`src/rtl/jk_drive_seq.sv`:
```
// jk_drive_seq: steps an external JK flip-flop bank from its current value
// to a requested target. Each clock it changes one bit, starting with the
// lowest bit that differs. An internal shadow (q_mirror) tracks the bank.
// Build option: define JK_TOGGLE_EN to drive the changing bit with J=K=1
// (toggle). Without it, the bit gets set (J=1) or reset (K=1).

module jk_drive_lane (
  input  logic sel,
  input  logic t,
  output logic j,
  output logic k
);
  // Per-bit J/K encode for the one bit that is moving this cycle
  always_comb begin
`ifdef JK_TOGGLE_EN
    j = sel;
    k = sel;
`else
    j = sel & t;
    k = sel & ~t;
`endif
  end
endmodule

module jk_drive_seq #(
  parameter int W = 4
) (
  input  logic         Clk,
  input  logic         rst,
  input  logic         tgt_valid,
  output logic         tgt_ready,
  input  logic [W-1:0] tgt,
  input  logic         abort,
  output logic [W-1:0] J,
  output logic [W-1:0] K,
  output logic [W-1:0] q_mirror,
  output logic         busy,
  output logic         done
);
  typedef enum logic [1:0] {IDLE, STEP, DONE} state_t;

  state_t       state, state_nx;
  logic [W-1:0] s_q, t_q, s_nx, t_nx;
  logic [W-1:0] diff, pick, step_sel;

  // Isolate the lowest differing bit: x & -x keeps only the lowest set bit
  assign diff     = s_q ^ t_q;
  assign pick     = diff & (~diff + W'(1));
  assign step_sel = (state == STEP) ? pick : '0;
  assign q_mirror = s_q;

  // State, shadow and target registers
  always_ff @(posedge Clk or negedge rst) begin
    if (!rst) begin
      state <= IDLE;
      s_q   <= '0;
      t_q   <= '0;
    end else begin
      state <= state_nx;
      s_q   <= s_nx;
      t_q   <= t_nx;
    end
  end

  // Next-state and status decode. The status outputs depend on state only.
  always_comb begin
    state_nx  = state;
    s_nx      = s_q;
    t_nx      = t_q;
    busy      = 1'b0;
    done      = 1'b0;
    tgt_ready = 1'b0;
    case (state)
      IDLE: begin
        tgt_ready = 1'b1;
        if (tgt_valid) begin
          t_nx     = tgt;
          state_nx = (tgt != s_q) ? STEP : DONE;
        end
      end
      STEP: begin
        busy = 1'b1;
        s_nx = s_q ^ pick;
        // The step shown this cycle always commits, even when aborting
        if (abort)           state_nx = IDLE;
        else if (s_nx == t_q) state_nx = DONE;
      end
      DONE: begin
        done     = 1'b1;
        state_nx = IDLE;
      end
      default: state_nx = IDLE;
    endcase
  end

  for (genvar g = 0; g < W; g++) begin : g_lane
    jk_drive_lane u_lane (
      .sel (step_sel[g]),
      .t   (t_q[g]),
      .j   (J[g]),
      .k   (K[g])
    );
  end
endmodule
```
`config.mk`:
```
export PLATFORM = sky130hd
export DESIGN_NAME = jk_drive_seq
export DESIGN_NICKNAME = d
export VERILOG_FILES = /design/src/rtl/jk_drive_seq.sv
export SDC_FILE = /design/constraint.sdc
export NUM_CORES = 1
export LEC_CHECK = 0
export CAP_MARGIN = 20
export CELL_PAD_IN_SITES_DETAIL_PLACEMENT = 0
export CELL_PAD_IN_SITES_GLOBAL_PLACEMENT = 2
export CORE_AREA = 2 2 49 51
export CTS_CLUSTER_DIAMETER = 80
export CTS_CLUSTER_SIZE = 12
export DETAILED_ROUTE_END_ITERATION = 8
export DIE_AREA = 0 0 51 53
export DONT_BUFFER_PORTS = 1
export PLACE_DENSITY = 0.77
export SLEW_MARGIN = 20
export SYNTH_ARGS = -nofsm -noshare
export SYNTH_HDL_FRONTEND = slang
export SYNTH_SLANG_ARGS = --single-unit
```
`constraint.sdc`:
```
create_clock -name Clk -period 2 [get_ports Clk]
set_input_delay 0.3 -clock Clk [delete_from_list [all_inputs] [get_ports Clk]]
set_output_delay 0.3 -clock Clk [all_outputs]
set_load 0.01 [all_outputs]
```
==> reports/metrics.csv, run 1 <==
metric;value;unit
clock tree sinks;10;
WL per Instance;13.39;um
die area;2703;um^2
XOR/XNOR Fraction of Synth Area;0.1059;
Crit. End Element;output port;
starting density of the core;0.3081;
Power, Total;0.001372;W
Syn Nets;68;
P&R area growth vs syn;18.15;%
status;finished with violations;
largest net degree at the start of global routing;11;
# diodes;0;
Synth Cell Area;661.9;um^2
RePlAce Congestion;0.6752;
Yosys warnings;0;
type of the most critical hold path;in -> reg;
core area;2148;um^2
number of global-route vias before repair;454;
Die X-Extent;51;um
Clock Path Buffers;2;
RSZ-0062 raised after global routing;yes;
Inst Count DP;84;
final hold viol count;0;
Iteration-0 DRC Markers;9;
fmax;0.4779;GHz
Final WS setup;-0.09235;ns
Power per Cell Area;1755;nW/um^2
total congestion overflow;0;
Synth Area in Simple Gates;0.2079;
async set-reset flop share out of synthesis;1.000;
Total GRT Usage;0.1119;
static leakage;0.3271;nW
clk_skew;0.0002141;ns
Clk Latency, worst-skew pair;0.26;ns
DP Wirelength;926.9;um
sequential element share of the synthesized area;0.3781;
Compound-Gate Fraction of Synth Area;0.04726;
failing checks;negative setup slack;
Ports;23;
Util after Layout;0.3640;
layout cell share with drive strength beyond 1;0.5152;
Distinct cells, synth;22;
final setup vio count;2;
Critical Path AT;1.79;ns
clock root cell;clkbuf_4;
Vias;442;
crit path kind;reg -> out;
Post-synth EDFFs;0;
Syn Area/Cell;11.03;um^2
multiplexer share of the synthesized area;0.1418;
Pins Over Slew Limit;0;
ys flop type;dfrtp_1;
Max VDD drop;0.8417;mV
adder-cell share of the synthesized area;0;
commonest non-fill, non-tap cell in the layout;buf_4;
post-detailed-route count of antenna-violating nets;0;
H-Tree Depth;1;
largest family of logic cells by synthesized area;simple AND/OR/NAND/NOR gates;
Rows;17;
final wirelength;1259;um
startpoint types;flop;
final cell count without fillers;94;
Worst-Margin Slew;0.4788;ns
first-pass GRT wire length;2145;um
clock slew at reported path FFs;0.06;ns
initial antenna violation count;0;
fin crit share;1.046;
relative slew slack;0.6797;
TritonCTS clock tree;done;
cells after synthesis;60;
Yosys reg bits;10;
Max Cap Violations;0;
Worst Path Required;1.70;ns
I/O Buffers;0;
die height;53;um
Worst Path Max Fanout;3;
nets;76;
Detailed Routing Iterations Pass 1;2;
# DRC;0;
Tmin final;2.092;ns
CTS buffer count;3;
most frequent cells in the layout;buf_4, dfrtp_1, xor2_1, mux2_2, nor3b_2;
vias per cell;4.702;
==> where the power goes <==
| part | internal, W | switching (W) | total, W |
|---|---|---|---|
| logic | 0.000426 | 0.000376 | 0.000801 |
| registers | 0.000307 | 0.000135 | 0.000441 |
| clock network | 0.0000691 | 0.0000605 | 0.000130 |
| total | 0.000801 | 0.000571 | 0.00137 |
==> per-layer routing <==
layer | up-vias | part of all wire | global-route usage
met5 | - | 0 | 0
met4 | 0 | 0 | 0.02703
met3 | 0 | 0.072 | 0.06215
met2 | 16 | 0.51 | 0.1688
met1 | 216 | 0.42 | 0.1376
li1 | 210 | - | -
==> cell type report <==
| class | count | area [um^2] |
|---|---|---|
| flip-flops and latches | 10 | 250.2 |
| inverters | 1 | 3.754 |
| fillers | 218 | 1366 |
| clock buffers | 3 | 22.52 |
| multi-input cells | 39 | 370.4 |
| repair buffers | 13 | 100.1 |
| well taps | 28 | 35.03 |
==> worst max-delay path, cell delays in order (launching register included) <==
cell and delay [ns]:
dfrtp_1 0.40, xor2_2 0.18, or3_4 0.37, or2_4 0.27
nor3b_2 0.16, buf_4 0.14
==> state kept, by name, indices dropped and copies added, names as in the netlist <==
name and count:
t_q 4, state 2, q_mirror 4
==> synthesized netlist by cell type, types with 2 or more instances <==
library cell  instances  area [um^2]
dfrtp_1              10        250.2
a211oi_1              2        15.01
nor2_1                2        7.510
xor2_1                8        70.07
mux2_2                7        78.83
buf_4                 8        60.06
nor3b_1               8        60.06
==> logic make-up (layout without fill, tap and decap cells) <==
kind of cell | after synthesis | count (layout)
flip-flops | 10 | 10
AND/OR/NAND/NOR | 19 | 19
AO/OA/AOI/OAI | 4 | 4
XOR/XNOR | 8 | 8
buffers and inverters | 11 | 17
multiplexers | 8 | 8
==> metrics by stage <==
stage | area [um^2] | TNS (ns) | worst slack (ns) | hold WS (ns)
after CTS | 759.5 | -0.3179 | -0.1335 | 0.1241
after detailed placement | 666.9 | 0 | 0.07652 | 0.004719
after global placement | 666.9 | 0 | 0.1140 | 0.004756
after floorplan | 661.9 | 0 | 0.07002 | 0.004409
after global routing | 782.0 | -0.4458 | -0.1825 | 0.1232
final | 782.0 | -0.1677 | -0.09235 | 0.1356
==> what timing repair did <==
action / in CTS / in global routing
pin swaps: 5 / 5
buffers inserted: 5 / 1
resized for setup: 4 / 3
hold endpoints to repair: 10 / 0
hold buffers: 1 / 0
endpoints found under the setup margin: 2 / 6
==> path summary, 6_finish.rpt <==
kind / startpoint / cells past startpoint / slack (ns) / end
min: abort / 1 / 0.14 / state[1]
max in group asynchronous: rst / 1 / 1.24 / t_q[3]
min in group asynchronous: rst / 1 / 0.44 / state[0]
max reg2reg: q_mirror[0] / 5 / 0.24 / q_mirror[3]
max: q_mirror[0] / 5 / -0.09 / J[3]
min reg2reg: t_q[3] / 1 / 0.62 / q_mirror[3]
(Power assumes the default switching activity.)
==> inputs of run 2 (changes only) <==
--- a/config.mk
+++ b/config.mk
@@ -5,7 +5,6 @@
 export SDC_FILE = /design/constraint.sdc
 export NUM_CORES = 1
 export LEC_CHECK = 0
-export CAP_MARGIN = 20
 export CELL_PAD_IN_SITES_DETAIL_PLACEMENT = 0
 export CELL_PAD_IN_SITES_GLOBAL_PLACEMENT = 2
 export CORE_AREA = 2 2 49 51
==> results of run 2 <==
No change in the layout: final DEF, timing and power equal those of run 1.
==> inputs of run 3 (changes only) <==
--- a/config.mk
+++ b/config.mk
@@ -5,6 +5,7 @@
 export SDC_FILE = /design/constraint.sdc
 export NUM_CORES = 1
 export LEC_CHECK = 0
+export CAP_MARGIN = 20
 export CELL_PAD_IN_SITES_DETAIL_PLACEMENT = 0
 export CELL_PAD_IN_SITES_GLOBAL_PLACEMENT = 2
 export CORE_AREA = 2 2 49 51
@@ -14,7 +15,7 @@
 export DIE_AREA = 0 0 51 53
 export DONT_BUFFER_PORTS = 1
 export PLACE_DENSITY = 0.77
-export SLEW_MARGIN = 20
+export SLEW_MARGIN = 5
 export SYNTH_ARGS = -nofsm -noshare
 export SYNTH_HDL_FRONTEND = slang
 export SYNTH_SLANG_ARGS = --single-unit
==> results of run 3 <==
No change in the layout: final DEF, timing and power equal those of run 1.
==> variant 1 (settings of run 1) <==
The option `JK_TOGGLE_EN` is turned on by a define.
--- a/src/rtl/jk_drive_seq.sv
+++ b/src/rtl/jk_drive_seq.sv
@@ -3,6 +3,8 @@
 // lowest bit that differs. An internal shadow (q_mirror) tracks the bank.
 // Build option: define JK_TOGGLE_EN to drive the changing bit with J=K=1
 // (toggle). Without it, the bit gets set (J=1) or reset (K=1).
+
+`define JK_TOGGLE_EN
 
 module jk_drive_lane (
   input  logic sel,
Behaviour: not the same (Yosys sat finds a counterexample within 4 cycles, from zero or initial values and one cycle with rst low).
==> variant 1 against run 1 <==
- setup slack better by 0.22 ns
- final cell count fell by 14%
- clock skew grew 0.0027 ns
- non-clock buffer count decreased by 11
- wire length is 2.9% lower
- power decreased by 4.0%
- sequential cell count did not move
- global-route usage shrank 0.12 points
- final area decreased by 14%
- area after synthesis rose by 1.3%
- critical path type unchanged
- critical endpoint unchanged
==> variant 1: results (changes against run 1) <==
Status
  • Status: finished, final reports clean

Pwr
  • Leakage: 0.289 nW (-12%)
  • Max IR drop VDD: 522 uV (-38%)

Routing
  • Vias per inst: 4.44 (-5.5%)
  • 1st-iter DRT viols: 1 (-8)
  • DRT Wirelength: 1220 um (-2.9%)
  • M1 wire length: 521 um (-1.5%)
  • Met3 wire length: 90 um (-1.1%)
  • Highest metal used: met4
  • Met2 wire length: 554 um (-13%)
  • Vias: 360 (-19%)
  • First-pass detailed-route iteration total: 2 (unchanged)

Clocking
  • H-tree level count: 1 (unchanged)
  • Total CTS buffers: 3 (unchanged)
  • Root buf cell: clkbuf_4
  • Clock Latency Late Sink: 0.27 ns

Min path
  • Hold WC Path Type: in2reg

Worst setup path
  • Largest fanout on the critical path: 5 (+2)

Synthesis
  • Async S/R FF share, synth: 100% (unchanged)
  • Yosys cell types: 25 (+14%)
  • Top post-synthesis cells by count: dfrtp_1, buf_4, mux2_4, nor2_1, xor2_1
  • Synth top area cells: dfrtp_1, mux2_4, buf_4
  • Syn Nets: 65 (-4.4%)
  • Synth warn: 0 (unchanged)
  • Top_reg_cell synth: dfrtp_1
  • Sequential area share after synthesis: 37.3% (-0.49 points)
  • Mapped Avg Cell Area: 11.8 sq um (+6.7%)

Placement
  • Placed cell count: 77 (-8.3%)
  • Area after DPL: 642 sq um (-3.8%)
  • Port bufs: 0 (unchanged)
  • Dpl hpwl: 933 um (+0.65%)
  • GPL Wtd Cong: 0.768 (+14%)
  • Place WS: 0.407 ns (+0.331 ns)

Global route
  • Largest net degree at the start of global routing: 11 (unchanged)
  • Vias in the first global route: 393 (-13%)
  • GRT Util Overall: 11.1% (-0.12 points)
  • First-pass GRT wire length: 2010 um (-6.4%)

Final layout
  • Ant diodes: 0 (unchanged)
  • Layout cells sized above 1: 35.8% (-16 points)
  • Nets: 63 (-17%)

STA
  • Final Skew: 0.00293 ns (+0.00271 ns)
  • Fin. Hold Viols: 0 (unchanged)
  • Rel. slew slack: 66.8% (-1.2 points)
## variant 1: per-layer routing
metal	global-route usage, %	vias up
met3	3.11	5
li1	-	175
met4	12.2	0
met5	0	-
met2	16.5	15
met1	12.0	165
## variant 1: critical path: stages, from the launching register on
cell	delay (ns)
dfrtp_1	0.47
xor2_1	0.22
nor2_2	0.16
nand3_2	0.12
nor2_1	0.34
## variant 1: kinds of logic (layout without fill, tap and decap cells)
| family | Yosys count | after routing | synth area share [%] |
|---|---|---|---|
| muxes | 8 | 8 | 16.8 |
| buffers and inverters | 11 | 7 | 11.8 |
| xor gates and xnor gates | 9 | 9 | 15.7 |
| and+or+nand+nor | 14 | 14 | 13.1 |
| AOI/OAI and AO/OA | 5 | 5 | 5.41 |
| DFF | 10 | 10 | 37.3 |
## variant 1: path summary, 6_finish.rpt
check / from / end / slack [ns] / cells past startpoint
worst max-delay path: q_mirror[0]$_DFFE_PN0P_ / J[3] / 0.12 / 4
worst min-delay path: tgt[3] / t_q[3]$_DFFE_PN0P_ / 0.18 / 1
worst max register to register: state[0]$_DFFE_PN0P_ / t_q[2]$_DFFE_PN0P_ / 0.50 / 3
worst min register to register: t_q[3]$_DFFE_PN0P_ / q_mirror[3]$_DFFE_PN0P_ / 0.56 / 1
max in group asynchronous: rst / t_q[2]$_DFFE_PN0P_ / 1.23 / 1
min in group asynchronous: rst / q_mirror[1]$_DFFE_PN0P_ / 0.43 / 1
## variant 1: layout make-up
| cell class | instances | area (sq um) |
|---|---|---|
| Clock buffer | 3 | 22.5 |
| Timing Repair Buffer | 2 | 17.5 |
| Multi-Input combinational cell | 36 | 342 |
| Fill cell | 228 | 1470 |
| Tap cell | 28 | 35.0 |
| Sequential cell | 10 | 250 |
| Inverter | 2 | 7.51 |
## variant 1: metrics by stage
step	hold WS, ns	power (mW)
floorplan	0.00441	1.15
global placement	0.00463	1.17
detailed placement	0.00460	1.19
CTS	0.172	1.34
global route	0.173	1.42
finish	0.180	1.32
## variant 1: where the power goes
part | internal [mW] | switching (mW)
logic | 0.351 | 0.351
registers | 0.303 | 0.171
clock network | 0.0696 | 0.0715
total | 0.724 | 0.593
## variant 1: timing repair
item,in CTS,in global routing
endpoints found under the hold margin,10,0
gates resized for setup,0,0
hold buffers,1,0
setup buffers,0,0
==> variant 2 (config.mk and constraints of run 1) <==
Made on the original files. Re-encode `state_t` (3 states) as one-hot, 3 bits wide.
--- a/src/rtl/jk_drive_seq.sv
+++ b/src/rtl/jk_drive_seq.sv
@@ -37,7 +37,7 @@
   output logic         busy,
   output logic         done
 );
-  typedef enum logic [1:0] {IDLE, STEP, DONE} state_t;
+  typedef enum logic [2:0] {IDLE = 3'b001, STEP = 3'b010, DONE = 3'b100} state_t;
 
   state_t       state, state_nx;
   logic [W-1:0] s_q, t_q, s_nx, t_nx;
Formal check against the unedited RTL: no difference found for any inputs over 10 cycles, from zero or initial values and one cycle with rst low; not proved beyond that.
==> variant 2 against run 1 <==
- power decreased by 17%
- final area decreased by 6.6%
- wire length increased by 0.71%
- via count increased by 0.68%
- setup slack improved by 0.20 ns
- clock power increased by 20%
- worst hold slack improved by 0.040 ns
- area after synthesis increased by 4.2%
- synthesized cell count increased by 10%
- sequential cell count increased by 1
- count of clock-buffer cells in the layout increased by 1
- maximum frequency increased by 11%
- critical path type unchanged
- largest power group is now registers
==> variant 2: results (changes against run 1) <==
Status
  • Status: finished, final reports clean

Min path
  • Hold_sp: tgt[3]

Synthesis
  • Top post-synthesis cells by count: dfrtp_1, nor3b_1, buf_4, mux2_2, nand2_1
  • Syn Nets: 74 (+8.8%)
  • Mux share of post-synthesis cell area: 11.4% (-2.7 points)
  • Mapped Avg Cell Area: 10.4 sq um (-5.3%)
  • Sequential area share after synthesis: 40.1% (+2.3 points)
  • Yosys cell types: 24 (+9.1%)
  • Synth Area in Compound Gates: 4.90% (+0.17 points)

STA
  • Final Skew: 0.00178 ns (+0.00157 ns)
  • Tightest Pin Transition: 0.522 ns (+0.0433 ns)

Worst setup path
  • FF-to-FF End: t_q[2]$_DFFE_PN0P_
  • Crit path DAT: 1.59 ns (-0.20 ns)
  • Largest fanout on the critical path: 6 (+3)
  • Setup crit start: q_mirror[1]$_DFFE_PN0N_
  • Worst R2R Start: state[0]$_DFFE_PN1P_

Routing
  • Detail-routed net length per standard cell: 13.9 um (+4.0%)
  • DRT Wirelength: 1270 um (+0.71%)
  • Vias per inst: 4.89 (+4.0%)
  • Met2 wire length: 602 um (-5.6%)

Clocking
  • Post-CTS Setup Inserts: 0 (-5)

Global route
  • Vias in the first global route: 444 (-2.2%)
  • GRT met2 Usage: 16.0% (-0.87 points)
  • GR Util met1: 13.5% (-0.25 points)
  • Grt met3 use: 3.11% (-3.1 points)

Final layout
  • Layout cells sized above 1: 33.3% (-18 points)
  • Fill cells: 222 (+1.8%)
  • Nets: 72 (-5.3%)

Pwr
  • Leakage: 0.285 nW (-13%)
  • Sequential Power Share: 43.9% (+12 points)
  • Max IR drop VDD: 572 uV (-32%)
  • Clock group power: 156 uW (+20%)

Placement
  • GPL Wtd Cong: 0.706 (+4.5%)
==> variant 2: cell count changes after synthesis, sizes merged, moves of 3 or more <==
cell / change
nand2: +5
xnor2: +4
xor2: -4
o21ai: +3
==> variant 2: what timing repair did <==
action                                  in CTS  in global routing
hold buffers                                 1                  0
resized for setup                            1                  5
hold endpoints to repair                    11                  0
endpoints found under the setup margin       4                  6
==> variant 2: per-stage QoR <==
stage | worst slack (ns) | hold slack (ns) | area, sq um | total power [mW]
after floorplan | 0.417 | 0.00441 | 689 | 0.871
after global placement | 0.271 | 0.00489 | 667 | 0.944
after detailed placement | 0.259 | 0.00490 | 667 | 0.957
after CTS | 0.0144 | 0.170 | 711 | 1.14
after global routing | -0.0371 | 0.164 | 731 | 1.25
final | 0.110 | 0.176 | 731 | 1.14
==> variant 2: area by class of cell <==
class                           instances  area share (%)
Clock buffer                            4            3.60
Timing Repair Buffer                    2            2.40
Tap cell                               28            4.79
Multi-Input combinational cell         44            50.3
Inverter                                2            1.03
Sequential cell                        11            37.8
